<file path="src/rtl/aes_display_pkg.sv">
// Shared types and constants for the AES result display path.
package aes_display_pkg;

  typedef enum logic [1:0] {
    IDLE = 2'd0,
    SHOW = 2'd1,
    DONE = 2'd2
  } scroll_state_e;

  localparam int NUM_BYTES = 16;
  localparam int BYTE_W    = 8;
  localparam int INDEX_W   = 4;
  localparam int BLOCK_W   = NUM_BYTES * BYTE_W;

  // Byte 0 is the most significant byte of the block.
  function automatic logic [BYTE_W-1:0] block_byte(input logic [BLOCK_W-1:0] blk,
                                                   input logic [INDEX_W-1:0] idx);
    return blk[BLOCK_W-1-BYTE_W*int'(idx) -: BYTE_W];
  endfunction

endpackage

</file>
<file path="src/rtl/aes_result_scroller_prescaler.sv">
// Dwell-time prescaler: counts enabled cycles and flags the last one of each period.
module scroll_prescaler #(
  parameter int TICKS_PER_BYTE = 50000000,
  parameter int CNT_W          = 26
) (
  input  logic clk,
  input  logic reset,
  input  logic clear,
  input  logic enable,
  output logic tick
);

  localparam logic [CNT_W-1:0] TERM = CNT_W'(TICKS_PER_BYTE - 1);

  logic [CNT_W-1:0] cnt_q, cnt_d;

  assign tick = enable && (cnt_q == TERM);

  // clear outranks enable so a restart always begins a full dwell period
  always_comb begin
    cnt_d = cnt_q;
    if (clear)       cnt_d = '0;
    else if (tick)   cnt_d = '0;
    else if (enable) cnt_d = cnt_q + CNT_W'(1);
  end

  always_ff @(posedge clk or negedge reset) begin
    if (!reset) cnt_q <= '0;
    else        cnt_q <= cnt_d;
  end

endmodule

</file>
<file path="src/rtl/aes_result_scroller.sv">
// Captures one 128-bit AES result and steps through its bytes at a fixed dwell.
// Define AES_SCROLL_LOOP_EN to scroll continuously instead of stopping after byte 15.
module aes_result_scroller
  import aes_display_pkg::*;
#(
  parameter int TICKS_PER_BYTE = 50000000,
  parameter int CNT_W          = 26
) (
  input  logic               clk,
  input  logic               reset,
  input  logic               load,
  input  logic [BLOCK_W-1:0] data_in,
  input  logic               hold,
  output logic               ready,
  output logic               busy,
  output logic               done,
  output logic [BYTE_W-1:0]  byte_out,
  output logic [INDEX_W-1:0] index
);

  scroll_state_e      state_q, state_d;
  logic [BLOCK_W-1:0] data_q;
  logic [INDEX_W-1:0] idx_q, idx_d, idx_nx;
  logic [BYTE_W-1:0]  byte_q, byte_d;
  logic               load_acc, tick, last, cnt_en;

  assign load_acc = load & ready;
  assign last     = (idx_q == INDEX_W'(NUM_BYTES - 1));
  assign idx_nx   = idx_q + INDEX_W'(1);
  assign cnt_en   = (state_q == SHOW) & ~hold;

  scroll_prescaler #(
    .TICKS_PER_BYTE(TICKS_PER_BYTE),
    .CNT_W         (CNT_W)
  ) u_presc (
    .clk   (clk),
    .reset (reset),
    .clear (load_acc),
    .enable(cnt_en),
    .tick  (tick)
  );

  always_ff @(posedge clk or negedge reset) begin
    if (!reset) state_q <= IDLE;
    else        state_q <= state_d;
  end

  always_comb begin
    state_d = state_q;
    case (state_q)
      IDLE, DONE: if (load_acc) state_d = SHOW;
      SHOW: begin
`ifndef AES_SCROLL_LOOP_EN
        if (!load_acc && tick && last) state_d = DONE;
`endif
      end
      default: state_d = IDLE;
    endcase
  end

  // byte_out is registered from the captured block, never from data_in directly
  always_comb begin
    idx_d  = idx_q;
    byte_d = byte_q;
    if (load_acc) begin
      idx_d  = '0;
      byte_d = block_byte(data_in, '0);
    end else if (tick && !last) begin
      idx_d  = idx_nx;
      byte_d = block_byte(data_q, idx_nx);
`ifdef AES_SCROLL_LOOP_EN
    end else if (tick && last) begin
      idx_d  = '0;
      byte_d = block_byte(data_q, '0);
`endif
    end
  end

  always_ff @(posedge clk or negedge reset) begin
    if (!reset) begin
      data_q <= '0;
      idx_q  <= '0;
      byte_q <= '0;
    end else begin
      if (load_acc) data_q <= data_in;
      idx_q  <= idx_d;
      byte_q <= byte_d;
    end
  end

`ifdef AES_SCROLL_LOOP_EN
  logic done_q;

  always_ff @(posedge clk or negedge reset) begin
    if (!reset) done_q <= 1'b0;
    else        done_q <= !load_acc && tick && last;
  end

  always_comb begin
    ready = 1'b1;
    busy  = (state_q == SHOW);
    done  = done_q;
  end
`else
  always_comb begin
    ready = (state_q != SHOW);
    busy  = (state_q == SHOW);
    done  = (state_q == DONE);
  end
`endif

  assign byte_out = byte_q;
  assign index    = idx_q;

endmodule

</file>
<file path="config.mk">
export PLATFORM = sky130hd
export DESIGN_NAME = aes_result_scroller
export DESIGN_NICKNAME = d
export VERILOG_FILES = /design/src/rtl/aes_display_pkg.sv /design/src/rtl/aes_result_scroller_prescaler.sv /design/src/rtl/aes_result_scroller.sv
export SDC_FILE = /design/constraint.sdc
export NUM_CORES = 1
export LEC_CHECK = 0
export BUFFER_PORTS_ARGS = -buffer_cell sky130_fd_sc_hd__buf_4
export CAP_MARGIN = 20
export CORE_MARGIN = 2
export CORE_UTILIZATION = 56
export CTS_CLUSTER_DIAMETER = 80
export DETAILED_ROUTE_END_ITERATION = 6
export PLACE_DENSITY = 0.77
export SYNTH_ARGS = -nofsm -noshare
export SYNTH_HDL_FRONTEND = slang
export SYNTH_SLANG_ARGS = --single-unit
</file>
<file path="constraint.sdc">
create_clock -name clk -period 2.78 [get_ports clk]
set_input_delay 0.417 -clock clk [delete_from_list [all_inputs] [get_ports clk]]
set_output_delay 0.417 -clock clk [all_outputs]
set_load 0.01 [all_outputs]
</file>
==> results.tsv, run 1 <==
metric	value	unit
worst stage delay on the critical path	0.51	ns
Crit path max-delay family	multiplexers	
reg2reg end	byte_out[6]	
Die Y	123	µm
count leader, synth	nand2_1	
measured slew at the worst slew-check pin	0.664	ns
First DRT Iteration DRCs	596	
largest net degree at the start of global routing	141	
Starting Density	0.574	
Crit Path Max Fanout	17	
Hold Fails Final Rpt	0	
final WL	20000	µm
synthesized area	7970	µm²
slowest CP cell	ha_1	
GR Util All Layers	0.280	
CTS tree	yes	
Commonest cells post-synth	410 x nand2_1, 168 x dfrtp_1, 41 x o21ai_0, 39 x clkbuf_1, 32 x mux4_2	
vias per std cell	5.56	
final worst slack	0.383	ns
final hold slack	0.174	ns
RSZ-0062 raised after global routing	no	
# H-tree levels	4	
First-pass DRT Iterations	5	
Num CTS Buffers	17	
hpwl dp	13800	µm
Post-Synth XOR/XNOR Area	0.00220	
leak pwr	4.95	nW
CP required	3.07	ns
Yosys top cell area share	0.528	
num rows	43	
outcome	finished clean	
antenna violations before repair	0	
hold path cells	3	
routed len/inst	16.9	µm
R2R Setup Slk	0.38	ns
post-synthesis sequential area ratio	0.528	
Setup crit start	index[1]	
clock buffer depth	2	
Worst Hold End	data_q[93]	
largest family of logic cells by synthesized area	simple AND/OR/NAND/NOR gates	
syn_nets	999	
GRT Residual Overflow	0	
Max Clock Freq	0.417	GHz
pwr/cell area	633	nW/µm²
Area growth syn-to-layout	23.4	%
worst hold start	data_in[93]	
share of cells above drive strength 1	0.236	
post-synthesis compound-gate area fraction	0.0799	
Avg Synthesized Cell Area	9.21	µm²
Max-Cap Viols	0	
post-synthesis mux area share	0.101	
IO buf count	146	
R2R cell count	7	
Remaining DRCs	0	
worst setup path class	flip-flop to flip-flop	
Final setup viols	0	
fraction of registers with async set/reset	1.00	
Post-synth EDFFs	0	
synthesis warning total	0	
core area	13900	µm²
ys flop type	dfrtp_1	
first-pass GRT wire length	32400	µm
vias in the first global route	6377	
CP Cell Sequence	ha_1, buf_4, mux4_2, a22oi_1, o211ai_1, mux2i_1, o21ai_1	
post-layout instance area	9840	µm²
nets@finish	1124	
CP Capture Type	flip-flop	
Synth Register Bits	168	
simple-gate share of the synthesized area	0.249	
area leader, netlist	dfrtp_1	
Tcrit/Tclk final	0.862	
post-cts sizing count	0	
Tmin final	2.40	ns
CTS Root Cell	clkbuf_16	
CTS clk-pin slew, worst paths	0.06	ns
Post-Place Setup Slack	0.419	ns
Synth area leaders	dfrtp_1 53%, nand2_1 19%, mux4_2 9.0%	
placed inst area	9200	µm²
Routed Antenna Nets	0	
worst vdd ir	467	µV
gp weighted congestion	0.862	
IO Pins	147	
die area	15200	µm²
Synth Area in Adders	0.00314	
Buf/Inv on CP	1	
Post-Route Skew	0.00867	ns
Post-Syn Instances	865	
fillers	1035	
post-synth cell types	46	
via count	6572	
fin. max-slew vios	0	
Critical Path Source Type	flip-flop	
Critical R2R Launch	index[1]	
TNS Setup	0	ns
ant diodes	0	
Worst Hold Class	input pin to flip-flop	
clock latency on the worst-skew pair	0.43	ns
critical path arrival	2.69	ns
Sink Count	168	
die width	123	µm
Rel. slew slack	0.557	
Tot Pwr	0.00623	W
worst min-delay path: stages:
cell	delay, ns
buf_4	0.08
nand2_1	0.04
nand2_1	0.04
cells by family after synthesis:
kind of cell,after synthesis
mux,40
buf+inv,66
xor+xnor,2
flops,168
compound gates,103
fa+ha+maj,2
simple gates,484
routing by layer:
metal	global-route usage	wire length, µm	up-vias
met1	0.401	8730	3199
li1	-	-	3127
met5	0	0	-
met3	0.0600	1200	20
met2	0.446	9830	226
met4	0.0625	214	0
repair_timing:
action	CTS	global route
hold buffers	1	0
setup buffers	0	0
hold endpoints to repair	53	0
worst max path at each step:
stage,to,slack (ns),depth (start not counted)
final,byte_out[6],0.38,7
after global routing,byte_out[5],0.17,7
after CTS,byte_out[6],0.39,7
after detailed placement,byte_out[7],0.42,7
after global placement,byte_out[3],0.46,7
after floorplan,byte_out[4],0.55,8
cells in the final DEF, fill, tap and decap left out, drive strengths merged, types with 13 or more instances in the layout:
cell type and instances:
nand3 13, dfrtp 168, buf 161, inv 13, o211ai 15, nor2 20
mux4 32, o21ai 44, nand2 411, clkbuf 19
power breakdown:
part	switching (W)	total (W)	internal, W
registers	0.000232	0.00301	0.00278
clock network	0.00100	0.00247	0.00147
logic	0.000345	0.000746	0.000401
layout make-up:
type	count	area (µm²)	share of cell area
clock buffers	19	453	0.0461
clock inverters	13	169	0.0172
inverters	10	37.5	0.00382
multi-input cells	631	3470	0.353
flip-flops and latches	168	4210	0.428
well taps	180	225	0.0229
repair buffers	162	1270	0.129
registers in the layout, indices dropped and copies added, names as in the netlist:
name	cells
index	4
state_q	2
u_presc.cnt_q	26
byte_out	8
data_q	128
stage by stage:
stage | util | instances
global route | 0.709 | 1183
CTS | 0.709 | 1183
finish | 0.709 | 1183
floorplan | - | 865
detailed placement | 0.663 | 1150
global placement | 0.663 | 1150
(Power assumes the default switching activity.)
==> inputs of run 2 (changes only) <==
--- a/config.mk
+++ b/config.mk
@@ -7,2 +7,3 @@
 export LEC_CHECK = 0
+export ABC_AREA = 1
 export BUFFER_PORTS_ARGS = -buffer_cell sky130_fd_sc_hd__buf_4
@@ -10,6 +11,6 @@
 export CORE_MARGIN = 2
-export CORE_UTILIZATION = 56
+export CORE_UTILIZATION = 57
 export CTS_CLUSTER_DIAMETER = 80
 export DETAILED_ROUTE_END_ITERATION = 6
-export PLACE_DENSITY = 0.77
+export PLACE_DENSITY = 0.78
 export SYNTH_ARGS = -nofsm -noshare
==> constraint.sdc (replaced) <==
create_clock -name clk -period 2.78 [get_ports clk]
set_input_delay 0 -clock clk [delete_from_list [all_inputs] [get_ports clk]]
set_output_delay 0 -clock clk [all_outputs]
set_load 0.01 [all_outputs]
==> results.tsv, run 2 <==
metric	value	unit	change
syn_nets	1307		was 999
gp weighted congestion	0.938		was 0.862
clock buffer depth	2		unchanged
slowest CP cell	xor2_2		was ha_1
# H-tree levels	4		unchanged
IO buf count	146		unchanged
CP required	3.11	ns	was 3.07 ns
Post-synth EDFFs	0		unchanged
via count	8914		was 6572
Buf/Inv on CP	0		was 1
Rel. slew slack	0.468		was 0.557
R2R Setup Slk	0.68	ns	was 0.38 ns
Avg Synthesized Cell Area	7.31	µm²	was 9.21 µm²
core area	14600	µm²	was 13900 µm²
Synth area leaders	dfrtp_1 49%, nand2_1 18%, o21ai_0 7.7%		was dfrtp_1 53%, nand2_1 19%, mux4_2 9.0%
Post-Synth XOR/XNOR Area	0.0111		was 0.00220
Final setup viols	0		unchanged
largest family of logic cells by synthesized area	simple AND/OR/NAND/NOR gates		unchanged
Tcrit/Tclk final	0.754		was 0.862
CTS clk-pin slew, worst paths	0.08	ns	was 0.06 ns
Post-Syn Instances	1173		was 865
Crit Path Max Fanout	17		unchanged
post-cts sizing count	0		unchanged
Yosys top cell area share	0.490		was 0.528
TNS Setup	0	ns	unchanged
outcome	finished clean		unchanged
Starting Density	0.586		was 0.574
die width	127	µm	was 123 µm
hpwl dp	16800	µm	was 13800 µm
share of cells above drive strength 1	0.148		was 0.236
RSZ-0062 raised after global routing	no		unchanged
vias in the first global route	8833		was 6377
ys flop type	dfrtp_1		unchanged
Tmin final	2.10	ns	was 2.40 ns
Hold Fails Final Rpt	0		unchanged
Reg with most FFs	data_q		unchanged
antenna violations before repair	0		unchanged
CTS Root Cell	clkbuf_16		unchanged
Critical R2R Launch	index[0]		was index[1]
Commonest cells post-synth	408 x nand2_1, 168 x dfrtp_1, 148 x inv_1, 132 x o21ai_0, 120 x nand3_1		was 410 x nand2_1, 168 x dfrtp_1, 41 x o21ai_0, 39 x clkbuf_1, 32 x mux4_2
measured slew at the worst slew-check pin	0.797	ns	was 0.664 ns
worst setup path class	flip-flop to flip-flop		unchanged
GRT Residual Overflow	0		unchanged
worst vdd ir	440	µV	was 467 µV
Synth Register Bits	168		unchanged
Post-Route Skew	0.0142	ns	was 0.00867 ns
Area growth syn-to-layout	36.9	%	was 23.4%
leak pwr	5.84	nW	was 4.95 nW
first-pass GRT wire length	45300	µm	was 32400 µm
pwr/cell area	636	nW/µm²	was 633 nW/µm²
fillers	951		was 1035
Routed Antenna Nets	0		unchanged
Tot Pwr	0.00747	W	was 0.00623 W
Sink Count	168		unchanged
# hold bufs at CTS	131		was 1
IO Pins	147		unchanged
die area	16000	µm²	was 15200 µm²
clock latency on the worst-skew pair	0.44	ns	was 0.43 ns
post-synth cell types	28		was 46
Max Clock Freq	0.477	GHz	was 0.417 GHz
commonest non-fill, non-tap cells in the layout	408 x nand2_1, 167 x dfrtp_1, 160 x buf_4, 148 x inv_1, 132 x o21ai_0		was 409 x nand2_1, 167 x dfrtp_1, 156 x buf_4, 40 x o21ai_0, 32 x mux4_2
setup bufs post-CTS	0		unchanged
critical path arrival	2.42	ns	was 2.69 ns
ant diodes	0		unchanged
First DRT Iteration DRCs	1030		was 596
largest net degree at the start of global routing	99		was 141
CP Capture Type	flip-flop		unchanged
Crit path max-delay family	XOR/XNOR gates		was multiplexers
area leader, netlist	dfrtp_1		unchanged
final WL	27700	µm	was 20000 µm
synthesis warning total	0		unchanged
Max-Cap Viols	0		unchanged
Die Y	127	µm	was 123 µm
routed len/inst	17.1	µm	was 16.9 µm
post-synthesis sequential area ratio	0.490		was 0.528
num rows	44		was 43
Num CTS Buffers	17		unchanged
most frequent CP cell	nand2_1		
Setup crit start	index[0]		was index[1]
post-synthesis mux area share	0		was 0.101
count leader, synth	nand2_1		unchanged
max FFs per register	128		unchanged
First-pass DRT Iterations	6		was 5
fin. max-slew vios	0		unchanged
placed cell count	1462		was 1150
worst stage delay on the critical path	0.68	ns	was 0.51 ns
Worst Hold Class	input pin to asynchronous set/reset pin		was input pin to flip-flop
commonest non-fill, non-tap cell in the layout	nand2_1		unchanged
post-synthesis compound-gate area fraction	0.0979		was 0.0799
synthesized area	8580	µm²	was 7970 µm²
post-route insts no fill	1625		was 1183
fraction of registers with async set/reset	1.00		unchanged
GR Util All Layers	0.359		was 0.280
Synth Area in Adders	0.00292		was 0.00314
nets@finish	1562		was 1124
CP Cell Sequence	ha_1, xor2_2, nand3_1, nand3_1, nand2_1, nand2_1, nand2_1, nand2_1, nand2_1		was ha_1, buf_4, mux4_2, a22oi_1, o211ai_1, mux2i_1, o21ai_1
Critical Path Source Type	flip-flop		unchanged
Remaining DRCs	0		unchanged
vias per std cell	5.49		was 5.56
CTS tree	yes		unchanged
simple-gate share of the synthesized area	0.302		was 0.249
run 2: cell count changes in the layout (fill, tap and decap cells not counted), moves of 8 or more:
cell,delta
a22oi_1,-9
nand3_1,+107
and3_1,-11
inv_1,+138
dlygate4sd3_1,+130
nor2_1,+34
nor3_1,+9
mux4_2,-32
a21oi_1,+8
a31oi_1,-10
o21ai_0,+92
run 2: final timing paths:
check / endpoint / depth (start not counted)
max: byte_out[0] / 9
min in group clk: data_q[114] / 4
max reg2reg: byte_out[0] / 9
min reg2reg: data_q[114] / 2
min: data_q[74] / 2
max in group asynchronous: data_q[55] / 3
run 2: layout make-up:
class | count | area, µm² | share of cell area
clock inverters | 13 | 144 | 0.0123
multi-input cells | 793 | 3550 | 0.303
well taps | 184 | 230 | 0.0196
flip-flops and latches | 168 | 4210 | 0.358
clock buffers | 19 | 443 | 0.0377
inverters | 153 | 582 | 0.0496
repair buffers | 295 | 2580 | 0.220
run 2: metrics by stage:
stage,util,area (µm²),setup slack (ns),hold WS (ns)
CTS,0.802,11700,0.719,0.154
detailed placement,0.672,9840,0.721,0.0355
global placement,0.672,9840,0.781,0.0355
global route,0.802,11700,0.496,0.201
finish,0.802,11700,0.683,0.107
floorplan,-,8580,0.965,-0.296
run 2: routing by layer:
layer | vias to the layer above | track usage | share of wire
met5 | - | 0 | 0
met4 | 0 | 0.139 | 0.035
met3 | 84 | 0.0641 | 0.077
met2 | 455 | 0.573 | 0.47
met1 | 4184 | 0.495 | 0.41
li1 | 4191 | - | -
run 2: report_power, final:
group	switching (W)	internal, W	leakage [nW]	total [W]
clock network	0.00104	0.00135	0.276	0.00240
logic	0.00101	0.000719	3.46	0.00173
registers	0.000298	0.00305	2.11	0.00335
run 2: kinds of logic after synthesis:
kind of cell    after synthesis
compound gates              161
xor+xnor                     10
fa+ha+maj                     2
buf+inv                     212
flops                       168
simple gates                620
==> inputs of run 3 (changes only) <==
Settings changed: CORE_UTILIZATION 57 to 51, PLACE_DENSITY 0.78 to 0.73.
Clock period 2.78 ns to 1.69 ns, I/O delays scaled along.
==> results.tsv, run 3 (synthesis results as in run 2) <==
metric	value	unit	change
outcome	finished with violations		was finished clean
failing checks	setup timing		
Routed Antenna Nets	0		unchanged
fillers	1055		was 951
antenna violations before repair	1		was 0
via count	9323		was 8914
R2R Setup Slk	-0.13	ns	was 0.68 ns
routed len/inst	16.7	µm	was 17.1 µm
worst setup path class	flip-flop to flip-flop		unchanged
Tmin final	1.82	ns	was 2.10 ns
Post-Route Skew	0.00805	ns	was 0.0142 ns
final worst slack	-0.125	ns	was 0.683 ns
CP required	2.01	ns	was 3.11 ns
met3 WL	2480	µm	was 2140 µm
Buf/Inv on CP	1		was 0
Die Y	134	µm	was 127 µm
Num CTS Buffers	17		unchanged
Remaining DRCs	0		unchanged
CTS clk-pin slew, worst paths	0.07	ns	was 0.08 ns
largest net degree at the start of global routing	91		was 99
num rows	47		was 44
Max Clock Freq	0.551	GHz	was 0.477 GHz
Crit path max-delay family	simple AND/OR/NAND/NOR gates		was XOR/XNOR gates
IO Pins	147		unchanged
die area	17900	µm²	was 16000 µm²
pwr/cell area	987	nW/µm²	was 636 nW/µm²
CP Capture Type	flip-flop		unchanged
RSZ-0062 raised after global routing	yes		was no
Hold Fails Final Rpt	0		unchanged
final hold slack	0.0251	ns	was 0.107 ns
R2R cell count	8		was 9
met2 wire length	14100	µm	was 13100 µm
most frequent CP cell	nand2_1		unchanged
Worst Hold Class	input pin to asynchronous set/reset pin		unchanged
Sink Count	168		unchanged
IO buf count	146		unchanged
Crit Path Max Fanout	6		was 17
placed inst area	10400	µm²	was 9840 µm²
vias per std cell	5.39		was 5.49
slowest CP cell	dfrtp_1		was xor2_2
max FFs per register	128		unchanged
First-pass DRT Iterations	5		was 6
commonest non-fill, non-tap cell in the layout	nand2_1		unchanged
post-layout instance area	13000	µm²	was 11700 µm²
Final setup viols	27		was 0
First DRT Iteration DRCs	1135		was 1030
GR Util All Layers	0.315		was 0.359
Rel. slew slack	0.721		was 0.468
Area growth syn-to-layout	51.7	%	was 36.9%
commonest non-fill, non-tap cells in the layout	395 x nand2_1, 202 x buf_4, 165 x dfrtp_1, 139 x inv_1, 130 x dlygate4sd3_1		was 408 x nand2_1, 167 x dfrtp_1, 160 x buf_4, 148 x inv_1, 132 x o21ai_0
worst stage delay on the critical path	0.44	ns	was 0.68 ns
Starting Density	0.519		was 0.586
die width	134	µm	was 127 µm
Reg area	4210	µm²	about the same
Critical Path Source Type	flip-flop		unchanged
leak pwr	6.33	nW	was 5.84 nW
Reg with most FFs	data_q		unchanged
reg2reg end	index[1]		was byte_out[0]
Max Used Layer	met4		unchanged
critical path arrival	2.13	ns	was 2.42 ns
clock latency on the worst-skew pair	0.43	ns	was 0.44 ns
share of cells above drive strength 1	0.241		was 0.148
Post-Place Setup Slack	-0.109	ns	was 0.721 ns
worst vdd ir	721	µV	was 440 µV
GRT Residual Overflow	0		unchanged
Tcrit/Tclk final	1.07		was 0.754
core area	16500	µm²	was 14600 µm²
fin. max-slew vios	0		unchanged
hpwl dp	17800	µm	was 16800 µm
CTS tree	yes		unchanged
DRT met1 WL	11600	µm	was 11500 µm
final WL	28900	µm	was 27700 µm
Critical R2R Launch	u_presc.cnt_q[11]		was index[0]
measured slew at the worst slew-check pin	0.418	ns	was 0.797 ns
nets@finish	1629		was 1562
clock buffer depth	2		unchanged
# H-tree levels	4		unchanged
CTS Root Cell	clkbuf_16		unchanged
CP Cell Sequence	nor3_1, nand2_1, nor2_4, nand2_8, o21ai_4, clkinv_4, nand2_1, nand2_1		was ha_1, xor2_2, nand3_1, nand3_1, nand2_1, nand2_1, nand2_1, nand2_1, nand2_1
vias in the first global route	8855		was 8833
multi-input logic area	3950	µm²	was 3550 µm²
first-pass GRT wire length	44300	µm	was 45300 µm
gp weighted congestion	0.923		was 0.938
Max-Cap Viols	0		unchanged
## run 3: how the worst max path moves through the flow
stage | from | end | cells after the start
6_report | u_presc.cnt_q[11] | index[1] | 8
5_1_grt | u_presc.cnt_q[0] | byte_out[2] | 9
4_1_cts | u_presc.cnt_q[0] | u_presc.cnt_q[22] | 10
3_5_place_dp | index[0] | byte_out[4] | 11
3_3_place_gp | index[0] | byte_out[4] | 11
2_1_floorplan | index[1] | byte_out[2] | 10
## run 3: through the flow
| stage | total power (W) | TNS (ns) | instances | util |
|---|---|---|---|---|
| 6_report | 0.0128 | -1.38 | 1729 | 0.787 |
| 5_1_grt | 0.0135 | -1.73 | 1729 | 0.787 |
| 4_1_cts | 0.0126 | 0 | 1703 | 0.750 |
| 3_5_place_dp | 0.00811 | -0.856 | 1541 | 0.627 |
| 3_3_place_gp | 0.00804 | -0.336 | 1541 | 0.627 |
| 2_1_floorplan | 0.00697 | 0 | 1173 | - |
## run 3: area by class of cell
type	instances	share of cell area
diodes	1	0.000192
clock buffers	18	0.0338
clock inverters	14	0.0149
inverters	153	0.0456
multi-input cells	793	0.303
flip-flops and latches	168	0.323
well taps	220	0.0212
repair buffers	360	0.256
repair inverters	2	0.00106
## run 3: metal layers
metal,up-vias,track usage
met5,-,0
met2,459,0.525
met3,75,0.0571
met1,4456,0.425
met4,0,0.0934
li1,4333,-
## run 3: worst register-to-register path: cells and delay by family, from the launching register on
kind | cells | cell delay [ns]
buffers and inverters | 1 | 0.13
AOI/OAI and AO/OA | 1 | 0.24
and+or+nand+nor | 6 | 0.91
DFF | 1 | 0.44
## run 3: what timing repair did
item,4_1_cts,5_1_grt
pin swaps,1,20
resized for setup,17,101
gates cloned,0,6
endpoints found under the setup margin,18,48
hold buffers,130,0
setup buffers,0,19
endpoints found under the hold margin,306,0
## run 3: power by group
part,internal (W),total (W),switching [W]
Clock,0.00252,0.00420,0.00168
Combinational,0.00138,0.00315,0.00177
Sequential,0.00501,0.00548,0.000465
Total,0.00892,0.0128,0.00392
